--- src/rtl/inject_sched.sv ---
// Injection scheduler: round-robin arbitration of N local requesters onto one
// PE injection port, rate-limited by a token bucket, with a one-deep output register.
module inject_sched #(
  parameter int P_W       = 16,
  parameter int N         = 4,
  parameter int MAX_RATE  = 4,
  parameter int MAX_TOKEN = 2
) (
  input  logic                 clk,
  input  logic                 rst,
  input  logic [N*P_W-1:0]     req_pkt,
  input  logic [N-1:0]         req_vld,
  output logic [N-1:0]         req_rdy,
  input  logic                 sw_rdy,
  output logic [P_W-1:0]       out_pkt,
  output logic                 out_vld
);
  localparam int PW = $clog2(N);
  localparam int CW = (MAX_RATE > 1) ? $clog2(MAX_RATE) : 1;
  localparam int TW = $clog2(MAX_TOKEN + 1);

  localparam logic [0:0] EMPTY = 1'b0;
  localparam logic [0:0] FULL  = 1'b1;

  logic [0:0]              state;
  logic [CW-1:0]           cnt;
  logic [TW-1:0]           tokens, tokens_nxt;
  logic [TW:0]             tok_sum;
  logic [PW-1:0]           ptr, grant;
  logic [N-1:0][P_W-1:0]   pkt_a;
  logic                    wrap, load, found;
  logic [PW-1:0]           idx;

  for (genvar i = 0; i < N; i++) begin : g_unpack
    assign pkt_a[i] = req_pkt[i*P_W +: P_W];
  end

  assign wrap    = (cnt == CW'(MAX_RATE - 1));
  assign load    = !rst && (state == EMPTY || sw_rdy) && (tokens != '0) && (|req_vld);
  assign out_vld = (state == FULL);

  // Round-robin search starting just after the last granted requester.
  always_comb begin
    grant = '0;
    found = 1'b0;
    idx   = '0;
    for (int k = 1; k <= N; k++) begin
      idx = PW'((int'(ptr) + k) % N);
      if (!found && req_vld[idx]) begin
        grant = idx;
        found = 1'b1;
      end
    end
  end

  assign req_rdy = load ? ({{(N-1){1'b0}}, 1'b1} << grant) : '0;

  // Refill and consume in the same cycle cancel; only the net result saturates.
  assign tok_sum    = {1'b0, tokens} + (TW+1)'(wrap) - (TW+1)'(load);
  assign tokens_nxt = (tok_sum > (TW+1)'(MAX_TOKEN)) ? TW'(MAX_TOKEN) : tok_sum[TW-1:0];

  always_ff @(posedge clk or posedge rst) begin
    if (rst) begin
      state   <= EMPTY;
      out_pkt <= '0;
      tokens  <= TW'(MAX_TOKEN);
      cnt     <= '0;
      ptr     <= PW'(N - 1);
    end else begin
      cnt    <= wrap ? '0 : cnt + CW'(1);
      tokens <= tokens_nxt;
      if (load) begin
        out_pkt <= pkt_a[grant];
        ptr     <= grant;
        state   <= FULL;
      end else if (sw_rdy) begin
        state   <= EMPTY;
      end
    end
  end
endmodule

--- config.mk ---
export PLATFORM = sky130hd
export DESIGN_NAME = inject_sched
export DESIGN_NICKNAME = d
export VERILOG_FILES = /design/src/rtl/inject_sched.sv
export SDC_FILE = /design/constraint.sdc
export NUM_CORES = 1
export LEC_CHECK = 0
export CORE_ASPECT_RATIO = 0.5
export CORE_MARGIN = 1
export CORE_UTILIZATION = 50
export CTS_CLUSTER_SIZE = 14
export DETAILED_ROUTE_END_ITERATION = 16
export DONT_BUFFER_PORTS = 1
export PLACE_DENSITY = 0.61
export SYNTH_ARGS = -nofsm -noshare
export SYNTH_HDL_FRONTEND = slang
export SYNTH_SLANG_ARGS = --single-unit
export TNS_END_PERCENT = 5
--- constraint.sdc ---
create_clock -name clk -period 4.1 [get_ports clk]
set_input_delay 1.23 -clock clk [delete_from_list [all_inputs] [get_ports clk]]
set_output_delay 1.23 -clock clk [all_outputs]
set_load 0.1 [all_outputs]
---- After elaboration in Yosys (flattened, before gate mapping) ----
Cells that the tools add are included.
cells by class
  $add $sub $neg .......................... 7
  magnitude comparators ................... 6
  eq/ne operators ......................... 1
  shifts and indexed selects .............. 1
  mux-type cells .......................... 22
  bitwise gates (word level) .............. 1
  reductions and logical operators ........ 14
operator list
  kind                                                                             count
  16-bit binary-select mux with 2-bit select                                       1
  16-bit 2-to-1 mux                                                                1
  2-bit by 3-bit < comparator with 1-bit output, second input constant             5
  2-bit 2-to-1 mux                                                                 6
  1-bit 2-to-1 mux                                                                 9
  1-bit binary-select mux with 2-bit select                                        4
  2-bit by 1-bit adder with 2-bit output, second input constant                    3
  1-bit logical AND                                                                6
  2-bit adder, second input constant                                               2
  1-bit logical NOT                                                                4
  4-bit 2-to-1 mux                                                                 1
  2-bit nonzero test                                                               2
  4-bit OR reduction                                                               1
  1-bit by 2-bit << shifter with 4-bit output, first input constant                1
  2-bit by 1-bit adder with 3-bit output                                           1
  3-bit by 2-bit greater-than comparator with 1-bit output, second input constant  1
  3-bit by 1-bit subtractor with 3-bit output                                      1
  2-bit equality test, second input constant                                       1
  1-bit logical OR                                                                 1
  1-bit inverter                                                                   1
storage, ports and cells
  bits in registers ....................... 23
  input bits .............................. 71
  output and inout bits ................... 21
  word-level logic and storage cells ...... 57

---- Logic depth before layout (Yosys ltp) ----
Gate-level depths: netlist of run 1.
  depth after elaboration ................. 15
  depth in mapped cells ................... 11
  mapped depth without buffers ............ 10

---- Worst setup path after synthesis of run 1 ----
Ideal clock, no wire load.
  kind .................................... in2out
  from .................................... input port sw_rdy
  to ...................................... output port req_rdy[3]
  arrival time ............................ 3.444 ns
  required time ........................... 2.870 ns
  path slack .............................. -0.574 ns
  cell stages on the path ................. 6
  path buffers ............................ 1
  path through ............................ nor2b_1 -> or4_4 -> clkinv_2 -> buf_2 -> nand2_1 -> nor2_1
between the ends
  word-level cells in the longest chain between the ends .. 5
ends and longest elaborated chain
  element                          line  RTL
  start, declared                  14    input logic sw_rdy,
  1-bit logical OR                 39    assign load = !rst && (state == EMPTY || sw_rdy) && (tokens != '0) && (|req_vld);
  1-bit logical AND (3 in series)  39
  via load                         31    logic wrap, load, found;
  4-bit 2-to-1 mux                 56    assign req_rdy = load ? ({{(N-1){1'b0}}, 1'b1} << grant) : '0;
  end, declared                    13    output logic [N-1:0] req_rdy,
The timed path passes the listed nets, and every way through them passes these cells.

---- Worst setup path in the final report of run 1 ----
  from .................................... input port req_vld[3]
  to ...................................... output port req_rdy[2]
between the ends
  word-level cells in the longest chain between the ends .. 14
  elaborated cells between the ends (all ways) .. 25
  those cells by class .................... shift: 1; mux: 16; reduce/logical: 8
ends and longest elaborated chain
  element                                      line  RTL
  start, declared                              12    input logic [N-1:0] req_vld,
  1-bit binary-select mux with 2-bit select    49    if (!found && req_vld[idx]) begin
  1-bit 2-to-1 mux (not written as such)       49
  1-bit 2-to-1 mux                             49
  1-bit logical NOT                            49
  1-bit logical AND                            49
  1-bit 2-to-1 mux                             49
  1-bit logical NOT                            49
  1-bit logical AND                            49
  1-bit 2-to-1 mux                             49
  1-bit logical NOT                            49
  1-bit logical AND                            49
  2-bit 2-to-1 mux                             49
  1-bit by 2-bit << shifter with 4-bit output  56
  4-bit 2-to-1 mux (*)                         56
Mark *: on every way between the ends. The rest lies on a longest branch, timed or not. The select of a mux whose other input is x is not followed.

==> results of run 1 <==
[metal layers]
| metal | part of all wire (%) | GRT usage, % | routed length (microns) |
|---|---|---|---|
| met4 | 0.79 | 6.667 | 33 |
| met1 | 48 | 35.78 | 1989 |
| met3 | 7.9 | 7.609 | 331 |
| met2 | 44 | 36.69 | 1830 |
| met5 | 0 | 0 | 0 |
[kinds of logic after synthesis]
kind of cell | Yosys count | synth area share [%]
xor gates and xnor gates | 1 | 0.5427
muxes | 4 | 2.790
and+or+nand+nor | 60 | 19.46
AOI/OAI and AO/OA | 74 | 31.24
DFF | 23 | 35.89
adders and majority gates | 4 | 3.566
buffers and inverters | 23 | 6.512
[cells in the final DEF, fill, tap and decap left out, types with 3 or more instances in the layout]
master	instances
and3_1	16
nor2_1	18
nor2b_1	3
nand2b_1	4
dfstp_2	3
a221oi_1	13
dfrtp_1	20
nand2_1	7
buf_4	11
o21ai_0	13
a21boi_0	18
and2_1	3
inv_1	7
clkbuf_8	3
mux2i_1	3
buf_12	4
ha_1	3
a21oi_1	17
[state kept, by name (all words and copies together) (netlist names)]
signal	flops
cnt	2
out_vld	1
ptr	2
out_pkt	16
tokens	2
[layout make-up]
type | count | area, sq um
Clock inverter | 1 | 5.005
Timing Repair Buffer | 15 | 162.7
Clock buffer | 3 | 41.29
Fill cell | 285 | 1222
Multi-Input combinational cell | 143 | 938.4
Sequential cell | 23 | 579.3
Tap cell | 40 | 50.05
Inverter | 8 | 31.28
[worst max-delay path: cells and delay by family]
kind / cells / cell delay [ns]
simple gates: 4 / 0.76
buf+inv: 3 / 0.44
[power groups by stage]
stage	sequential (mW)	combinational [mW]	clock, mW
final	0.998	0.590	0.143
after detailed placement	1.00	0.589	0
after global routing	1.01	0.652	0.164
after floorplan	0.991	0.447	0
after global placement	1.00	0.580	0
after CTS	0.998	0.593	0.151
[stage by stage]
step                      util [%]  hold WS [ns]
after floorplan                  -        0.4087
after global placement       58.13        0.4228
after detailed placement     58.13        0.4267
after CTS                    59.66        0.4467
after global routing         59.66        0.4728
final                        59.66        0.4464
[worst max-delay path by stage]
| stage | startpoint | end | slack (ns) | cells after the start |
|---|---|---|---|---|
| after floorplan | sw_rdy | req_rdy[3] | -0.12 | 6 |
| after global placement | req_vld[3] | req_rdy[2] | 0.44 | 7 |
| after detailed placement | req_vld[3] | req_rdy[2] | 0.42 | 7 |
| after CTS | req_vld[3] | req_rdy[2] | 0.42 | 7 |
| after global routing | req_vld[3] | req_rdy[2] | 0.36 | 7 |
| final | req_vld[3] | req_rdy[2] | 0.43 | 7 |
==> metrics.md, run 1 <==
| Metric | Value |
|---|---|
| Status | complete, no violations |
| Minimum setup slack among reg-to-reg paths | 1.52 ns |
| Register area share after synthesis | about 36% |
| Leading post-synthesis cells by cell area | dfrtp_1, a21boi_0, a221oi_1 |
| Final worst path period share | 89.60% |
| Logic pwr share | 34.1% |
| Critical path required time | between 2 and 3 ns |
| I/O Pins | 92 |
| Critical path's largest stage delay | 0.48 ns |
| Synth Net Count | between 200 and 300 |
| DRT Pass-1 Iters | 4 |
| Post-DR vias/cell | between 6 and 7 |
| Die ar. | around 3500 sq um |
| Vias after detailed routing | approximately 1500 |
| Post-synth top cells | dfrtp_1, nor2_1, a21boi_0 |
| Initial antenna violation count | 0 |
| Placed Cells | between 200 and 250 |
| Area post-placement | 1762 sq um |
| Clock share of power | under 10% |
| Worst R2R Path Depth | 10 |
| H-tree depth | 1 |
| Synth unique cells | 37 |
| CTS hold repair buffers | 0 |
| FF-to-FF Start | tokens[1] |
| NetSw | approximately 1.1 mW |
| Synthesized cell area | around 1600 sq um |
| Gpl congestion | ~0.82 |
| Hold-critical path depth | 1 |
| Final WS setup | roughly 0.43 ns |
| WS Path Type | input pin to output port |
| Yosys warns | 0 |
| Cells after synthesis | ~190 |
| Pint | 0.6287 mW |
| Sink Count | 23 |
| Cell Pwr Density | 957.4 nW/um^2 |
| Row count | 14 |
| Final Power | roughly 1.7 mW |
| Initial core utilization | around 53% |
| Crit path time final | 3.674 ns |
| Final instance area | 1808 sq um |
| Fin Setup TNS | 0 ns |
| Crit path launch type | input pin |
| Post-CTS setup repair buffer count | 0 |
| Final #Nets | 269 |
| Final Skew | approximately 0.0019 ns |
| Worst-path maximum fanout | 8 |
| TritonCTS clock tree | yes |
| MaxCap Viol Count | 0 |
| Fmax | roughly 270 MHz |
| Mean Syn Cell Area | 8.540 sq um |
| Gr ovfl total | 0 |
| Clock buffer depth | 2 |
| Pre-CTS WS | approximately 0.42 ns |
| Hold Path Class | flop to flop |
| Die X | 82.35 microns |
| Cts repair resizes | 0 |
| Final setup fails | 0 |
| Total Wirelength | about 4.2 mm |
| Worst EP arrival | 2.44 ns |
| Largest net degree at the start of global routing | 24 |
| Post-synth top area cell | dfrtp_1 |
| Finished Layout Cells | 233 |
| Slowest cell on crit path | or4_4 |
| Die Y | 42.18 microns |
| Worst hold start | cnt[0] |
| N_diodes | 0 |
| Most used DFF post-synth | dfrtp_1 |
| Slew HR | 39.16% |
| Leakage power | roughly 0.8 nW |
| Port bufs | 0 |
| CP endpoint kind | output port |
| Final hold vios | 0 |
| Total track usage | about a quarter |
| Crit path cell chain | nor4_1 > buf_4 > or4_4 > clkinv_2 > nand3_2 > nor2_2 > buf_12 |
| Slew Limit Fails | 0 |
| Antenna Nets Post-Route | 0 |
| Clock Latency Late Sink | approximately 0.27 ns |
| Clk slew on worst S/H paths | ~0.080 ns |
| CTS Root Cell | clkbuf_8 |
| Switching portion of total power | between 60% and 70% |
| Share of power burned in registers | ~58% |
| Dpl hpwl | roughly 3.1 mm |
| Peak VDD IR | approximately 510 uV |
| Per-cell routed wire length | roughly 18 microns |
| Async set or reset register ratio after synthesis | between 90% and 100% |
| Num CTS Buffers | 3 |
| Number of flops mapped to enable cells by yosys | 0 |
| Synth-to-Final Area Change | 12.02% |
| FF-to-FF End | tokens[0] |
| Initial DRC Count | 86 |
| # DRC | 0 |
| Vias in the first global route | 1284 |
| Unrepaired setup endpoints after global routing | no |
| First-pass GRT wire length | 6.285 mm |
| Least-Margin Pin Slew | 0.9125 ns |
| Min-Delay Endpoint | cnt[0] |
| Share of cells above drive strength 1 | 16.58% |
| CORE AREA | a little over 3000 sq um |
| Synth top area share | a little under a third |
| Post-synthesis register bit count | 23 |
(Power assumes the default switching activity.)
==> inputs of run 2 (changes only) <==
--- a/config.mk
+++ b/config.mk
@@ -7,11 +7,11 @@
 export LEC_CHECK = 0
 export CORE_ASPECT_RATIO = 0.5
 export CORE_MARGIN = 1
-export CORE_UTILIZATION = 50
+export CORE_UTILIZATION = 48
 export CTS_CLUSTER_SIZE = 14
 export DETAILED_ROUTE_END_ITERATION = 16
 export DONT_BUFFER_PORTS = 1
-export PLACE_DENSITY = 0.61
+export PLACE_DENSITY = 0.59
 export SYNTH_ARGS = -nofsm -noshare
 export SYNTH_HDL_FRONTEND = slang
 export SYNTH_SLANG_ARGS = --single-unit
==> run 2 against run 1 <==
The flow now finishes with violations (DRC). Flip-flop and latch count stayed put. Clock-buffer cell count stayed put. Utilization is 1.8 points lower. Non-clock buffer count is 2 lower. Fmax is 1.4% lower. Sequential power hardly changed. Clock skew is 0.0070 ns higher. Sequential share of layout area is 0.27 points higher. Via count is 2.7% lower. Final area is 0.83% lower. First-iteration DRC count is 35% lower. Hold slack worse by 0.016 ns.
==> metrics.md, run 2 (synthesis gave the netlist of run 1 again) <==
| Metric | Value |
|---|---|
| TritonCTS clock tree | yes |
| Sink Count | 23 (unchanged) |
| Layout Utilization | 57.83% (-1.8 points) |
| Clk slew on worst S/H paths | 0.08 ns (about the same) |
| Metal2 WL | 1.743 mm (-4.8%) |
| Die ar. | 3613 sq um (+4.0%) |
| Initial antenna violation count | 0 (unchanged) |
| CTS hold repair buffers | 0 (unchanged) |
| Logic pwr share | 33.9% (-0.2 points) |
| Final #Nets | 267 (-0.74%) |
| WL met1 | 2.028 mm (+2.0%) |
| Die X | 84.01 microns (+2.0%) |
| Vias in the first global route | 1294 (+0.78%) |
| Final setup fails | 0 (unchanged) |
| Per-cell routed wire length | 17.68 microns (-1.6%) |
| Clock buffer depth | 2 (unchanged) |
| Initial core utilization | 52.06% (-1.2 points) |
| Post-CTS setup repair buffer count | 0 (unchanged) |
| Crit path cell chain | nor4_1 > buf_4 > or4_4 > clkinv_2 > nand3_2 > nor2_2 > buf_12 |
| Fill count | 306 (+7.4%) |
| Row count | 14 (unchanged) |
| Clock share of power | 8.0% (-0.3 points) |
| CP endpoint kind | output port |
| Final worst path period share | 90.85% (+1.3 points) |
| Cell Pwr Density | 958.5 nW/um^2 (+0.11%) |
| Number of flip-flops in the largest register | 16 (unchanged) |
| Slowest cell on crit path | or4_4 |
| Area of the multi-input gates | 938.4 sq um (unchanged) |
| CP bufs+invs | 3 (unchanged) |
| Cts repair resizes | 0 (unchanged) |
| Total Wirelength | 4.083 mm (-2.4%) |
| Initial DRC Count | 56 (-35%) |
| H-tree depth | 1 (unchanged) |
| Num CTS Buffers | 3 (unchanged) |
| Share of cells above drive strength 1 | 15.71% (-0.87 points) |
| Met3 wire len | 298 microns (-10%) |
| N_diodes | 0 (unchanged) |
| WS Path Type | input pin to output port |
| Synth-to-Final Area Change | 11.09% |
| Dpl hpwl | 3.130 mm (-0.44%) |
| CP delay by family, top | simple AND/OR/NAND/NOR gates |
| Fmax | 268.5 MHz (-1.4%) |
| Status | finished with violations |
| Worst-path maximum fanout | 10 (+2) |
| Switching portion of total power | 63.79% (+0.11 points) |
| Hold Path Class | flop to flop |
| Commonest non-fill, non-tap cells in the layout | dfrtp_1, nor2_1, a21boi_0 |
| CTS Root Cell | clkbuf_8 |
| Post-DR vias/cell | 6.212 (-1.9%) |
| Largest net degree at the start of global routing | 25 (+4.2%) |
| First-pass GRT wire length | 6.499 mm (+3.4%) |
| I/O Pins | 92 (unchanged) |
| MaxCap Viol Count | 0 (unchanged) |
| Final instance area | 1793 sq um (-0.83%) |
| Slew Limit Fails | 0 (unchanged) |
| Critical path's largest stage delay | 0.48 ns (about the same) |
| Final hold vios | 0 (unchanged) |
| # DRC | 10 (+10) |
| Crit path launch type | input pin |
| Crit path time final | 3.725 ns (+0.05138 ns) |
| Port bufs | 0 (unchanged) |
| Share of power burned in registers | 58.1% (+0.5 points) |
| Gr ovfl total | 0 (unchanged) |
| Slew HR | 38.63% (-0.53 points) |
| Highest metal used | met4 |
| Peak VDD IR | 604.5 uV (+19%) |
| Least-Margin Pin Slew | 0.9205 ns (+0.007968 ns) |
| Violated checks | DRC |
| Flip-flop and latch area | 579.3 sq um (unchanged) |
| Worst EP arrival | 2.49 ns (+0.05 ns) |
| Gpl congestion | 0.8165 (about the same) |
| DRT Pass-1 Iters | 10 (+6) |
| Vias after detailed routing | 1435 (-2.7%) |
| Pint | 0.6223 mW (-1.0%) |
| Die Y | 43.01 microns (+2.0%) |
| Final Skew | 0.008976 ns (+0.007033 ns) |
| Critical path required time | 2.87 ns (about the same) |
| Total track usage | 23.86% (-1.2 points) |
| CORE AREA | 3100 sq um (+2.3%) |
| Commonest non-fill, non-tap cell in the layout | dfrtp_1 |
| Area post-placement | 1747 sq um (-0.85%) |
| NetSw | 1.096 mW (-0.55%) |
| Clock Latency Late Sink | 0.26 ns (about the same) |
| Antenna Nets Post-Route | 0 (unchanged) |
| Leakage power | 0.7758 nW (-1.1%) |
| Biggest register | out_pkt |
| Unrepaired setup endpoints after global routing | no |
| Minimum setup slack among reg-to-reg paths | 1.52 ns (about the same) |
| Final Power | 1.718 mW (-0.72%) |
## run 2: cell count changes in the layout (fill, tap and decap cells not counted), sizes merged
cell  delta
buf      -2
## run 2: worst register-to-register path, delay by kind of cell (launching register included)
kind	cells	cell delay, ns
flip-flops	1	0.38
AND/OR/NAND/NOR	4	0.93
adder cells (fa/ha/maj)	3	0.80
buffers and inverters	3	0.41
## run 2: worst paths after layout
| kind | to | from | cells past startpoint |
|---|---|---|---|
| setup / recovery | req_rdy[2] | req_vld[3] | 7 |
| hold / removal | cnt[0] | cnt[0] | 1 |
| setup reg to reg | tokens[0] | out_vld | 10 |
| hold reg to reg | cnt[0] | cnt[0] | 1 |
| max in group asynchronous | out_pkt[0] | rst | 1 |
| min in group asynchronous | out_vld | rst | 1 |
## run 2: final cells by class
type | instances | share of cell area, %
multi-input combinational | 143 | 52.34
sequential | 23 | 32.31
timing repair buffer | 13 | 8.234
tap | 40 | 2.791
clock buffer | 3 | 2.303
inverter | 8 | 1.745
clock inverter | 1 | 0.2791
## run 2: stage by stage
step / setup TNS (ns) / setup WS, ns / cells / hold slack (ns)
floorplan: -0.1331 / -0.1187 / 189 / 0.4087
global placement: 0 / 0.3950 / 227 / 0.4263
detailed placement: 0 / 0.3731 / 227 / 0.4241
CTS: 0 / 0.3686 / 231 / 0.4365
global route: 0 / 0.3196 / 231 / 0.4829
finish: 0 / 0.3751 / 231 / 0.4308
## run 2: power by group through the flow
stage                     sequential, mW  clock, mW  combinational (mW)
after floorplan                    0.991          0               0.447
after global placement              1.01          0               0.570
after detailed placement            1.00          0               0.583
after CTS                          0.999      0.143               0.584
after global routing                1.01      0.153               0.646
final                              0.998      0.137               0.583
## run 2: routing by layer
metal  up-vias  GRT usage [%]
met1       681          33.09
li1        696              -
met2        56          38.36
met3         2          7.393
met4         0          2.069
met5         -              0
==> inputs of run 3 (changes only) <==
--- a/config.mk
+++ b/config.mk
@@ -11,7 +11,7 @@
 export CTS_CLUSTER_SIZE = 14
 export DETAILED_ROUTE_END_ITERATION = 16
 export DONT_BUFFER_PORTS = 1
-export PLACE_DENSITY = 0.59
+export PLACE_DENSITY = 0.61
 export SYNTH_ARGS = -nofsm -noshare
 export SYNTH_HDL_FRONTEND = slang
 export SYNTH_SLANG_ARGS = --single-unit
==> constraint.sdc (replaced) <==
create_clock -name clk -period 3.3 [get_ports clk]
set_input_delay 0.99 -clock clk [delete_from_list [all_inputs] [get_ports clk]]
set_output_delay 0.99 -clock clk [all_outputs]
set_load 0.1 [all_outputs]
==> run 3 against run 2 <==
The run still ends with DRC left. Die area did not move. Clock power rose by 27%. Global-route usage rose by 0.66 points. Routed wire length rose by 2.3%. Critical path depth did not move. Sequential share of layout area fell by 0.49 points. Flip-flop and latch count did not move. Clock skew fell by 0.0059 ns. Combinational power rose by 27%. Clock-buffer cell count did not move. Utilization rose by 0.89 points. Total power rose by 25%. Critical path type unchanged. Critical endpoint unchanged. Highest routed layer unchanged.
==> metrics.md, run 3 (synthesis gave the netlist of run 1 again) <==
| Metric | Value |
|---|---|
| Flip-flop and latch area | 579.3 sq um (unchanged) |
| Commonest non-fill, non-tap cell in the layout | dfrtp_1 |
| Vias in the first global route | 1368 (+5.7%) |
| Final hold vios | 0 (unchanged) |
| Final Skew | 0.003041 ns (-0.005935 ns) |
| Pint | 0.7853 mW (+26%) |
| Cts repair resizes | 0 (unchanged) |
| Num CTS Buffers | 3 (unchanged) |
| CTS hold repair buffers | 0 (unchanged) |
| Vias after detailed routing | 1464 (+2.0%) |
| Area of the multi-input gates | 950.9 sq um (+1.3%) |
| CP bufs+invs | 3 (unchanged) |
| N_diodes | 0 (unchanged) |
| FF-to-FF Start | out_vld |
| Fmax | between 300 and 400 MHz |
| Per-cell routed wire length | 17.92 microns (+1.4%) |
| Sink Count | 23 (unchanged) |
| CORE AREA | 3100 sq um (unchanged) |
| Gpl congestion | 0.8497 (+4.1%) |
| CP endpoint kind | output port |
| Total Wirelength | 4.176 mm (+2.3%) |
| Final instance area | 1821 sq um (+1.5%) |
| Die Y | 43.01 microns (unchanged) |
| Antenna Nets Post-Route | 0 (unchanged) |
| Dpl hpwl | 3.162 mm (+1.0%) |
| Cell Pwr Density | 1184 nW/um^2 (+24%) |
| Clock buffer depth | 2 (unchanged) |
| Fill count | 283 (-7.5%) |
| Die ar. | 3613 sq um (unchanged) |
| Post-CTS setup repair buffer count | 0 (unchanged) |
| Final worst path period share | a little over nine tenths |
| Worst path depth | 7 (unchanged) |
| Worst hold start | cnt[0] |
| NetSw | 1.371 mW (+25%) |
| Final #Nets | 269 (+0.75%) |
| TritonCTS clock tree | yes |
| Clock share of power | 8.1% (about the same) |
| Logic pwr share | 34.4% (+0.5 points) |
| Clk slew on worst S/H paths | 0.08 ns (about the same) |
| WS Path Type | input pin to output port |
| Hold-critical path depth | 1 (unchanged) |
| Initial antenna violation count | 0 (unchanged) |
| Leakage power | 0.7880 nW (+1.6%) |
| Placed Cells | 229 (+0.88%) |
| Layout Utilization | 58.72% (+0.89 points) |
| Violated checks | DRC |
| Worst EP arrival | 2.22 ns (-0.27 ns) |
| Gr ovfl total | 0 (unchanged) |
| CP startpoint | req_vld[3] |
| Clock Latency Late Sink | 0.27 ns (about the same) |
| Synth-to-Final Area Change | 12.79% |
| Port bufs | 0 (unchanged) |
| Die X | 84.01 microns (unchanged) |
| Area post-placement | 1774 sq um (+1.6%) |
| Critical path's largest stage delay | 0.48 ns (about the same) |
| I/O Pins | 92 (unchanged) |
| Post-DR vias/cell | 6.283 (+1.1%) |
| Share of cells above drive strength 1 | 17.62% (+1.9 points) |
| Crit path time final | about 3.2 ns |
| Status | finished with violations |
| CP delay by family, top | simple AND/OR/NAND/NOR gates |
| Number of flip-flops in the largest register | 16 (unchanged) |
| Finished Layout Cells | 233 (+0.87%) |
| H-tree depth | 1 (unchanged) |
| # DRC | 10 (unchanged) |
| Initial core utilization | 52.06% (unchanged) |
| Slew Limit Fails | 0 (unchanged) |
| FF-to-FF End | tokens[0] |
| MaxCap Viol Count | 0 (unchanged) |
| Share of power burned in registers | 57.5% (-0.6 points) |
| Minimum setup slack among reg-to-reg paths | 0.95 ns (-0.57 ns) |
| Crit path launch type | input pin |
| Worst R2R Path Depth | 9 (-1) |
| Min-Delay Endpoint | cnt[0] |
| Least-Margin Pin Slew | 0.9151 ns (-0.005399 ns) |
| Largest net degree at the start of global routing | 27 (+8.0%) |
| CTS Root Cell | clkbuf_8 |
| First-pass GRT wire length | 6.644 mm (+2.2%) |
| Crit path cell chain | nor4_1 > buf_4 > or4_4 > clkinv_2 > nand3_2 > nor2_4 > buf_12 |
| Slowest cell on crit path | or4_4 |
| Critical path required time | 2.31 ns (-0.56 ns) |
| Total track usage | 24.52% (+0.66 points) |
| Switching portion of total power | 63.58% (-0.21 points) |
| Worst-path maximum fanout | 8 (-2) |
| Commonest non-fill, non-tap cells in the layout | dfrtp_1, nor2_1, a21boi_0 |
| Peak VDD IR | 677.2 uV (+12%) |
| Slew HR | 38.99% (+0.36 points) |
| Biggest register | out_pkt |
| Unrepaired setup endpoints after global routing | no |
| Hold Path Class | flop to flop |
| Initial DRC Count | 50 (-11%) |
| Row count | 14 (unchanged) |
| Final setup fails | 0 (unchanged) |
| DRT Pass-1 Iters | 10 (unchanged) |
[run 3: cell types whose count changed in the layout (fill, tap and decap cells not counted), sizes merged]
| cell | previous run | this run |
|---|---|---|
| buf | 13 | 15 |
[run 3: cell type report]
class,count,area share (%)
tap,40,2.749
sequential,23,31.82
inverter,8,1.718
clock buffer,3,2.268
timing repair buffer,15,8.935
clock inverter,1,0.2749
multi-input combinational,143,52.23
[run 3: through the flow]
stage / hold slack [ns] / worst slack, ns / TNS (ns) / power [mW]
6_report: 0.4500 / 0.09260 / 0 / 2.156
5_1_grt: 0.4829 / 0.001743 / 0 / 2.274
4_1_cts: 0.4447 / 0.08383 / 0 / 2.170
3_5_place_dp: 0.4258 / 0.09186 / 0 / 1.990
3_3_place_gp: 0.4249 / 0.1059 / 0 / 1.976
2_1_floorplan: 0.4087 / -0.1517 / -0.2345 / 1.795
[run 3: how the worst max path moves through the flow]
| stage | slack (ns) | to |
|---|---|---|
| detailed placement | 0.09 | req_rdy[2] |
| finish | 0.09 | req_rdy[2] |
| floorplan | -0.15 | req_rdy[3] |
| global placement | 0.11 | req_rdy[2] |
| CTS | 0.08 | req_rdy[2] |
| global route | 0.002 | req_rdy[2] |
[run 3: per-layer routing]
metal	routed length [microns]	part of all wire (%)	vias to the layer above	track usage [%]
met2	1787	43	64	38.36
met4	48	1.1	0	7.241
met3	338	8.1	7	6.809
li1	-	-	697	-
met5	0	0	-	0
met1	2002	48	696	33.50
[run 3: power by group through the flow]
stage          Clock [mW]  Sequential (mW)  Combinational [mW]
6_report            0.174             1.24               0.742
3_5_place_dp            0             1.25               0.742
5_1_grt             0.192             1.26               0.824
2_1_floorplan           0             1.23               0.563
3_3_place_gp            0             1.25               0.728
4_1_cts             0.181             1.24               0.746
[run 3: worst reg2reg max path: cells and delay by family (launching register included)]
| kind | cells | cell delay [ns] |
|---|---|---|
| adder cells (fa/ha/maj) | 3 | 0.81 |
| buffers and inverters | 2 | 0.18 |
| flip-flops | 1 | 0.38 |
| AND/OR/NAND/NOR | 4 | 0.92 |
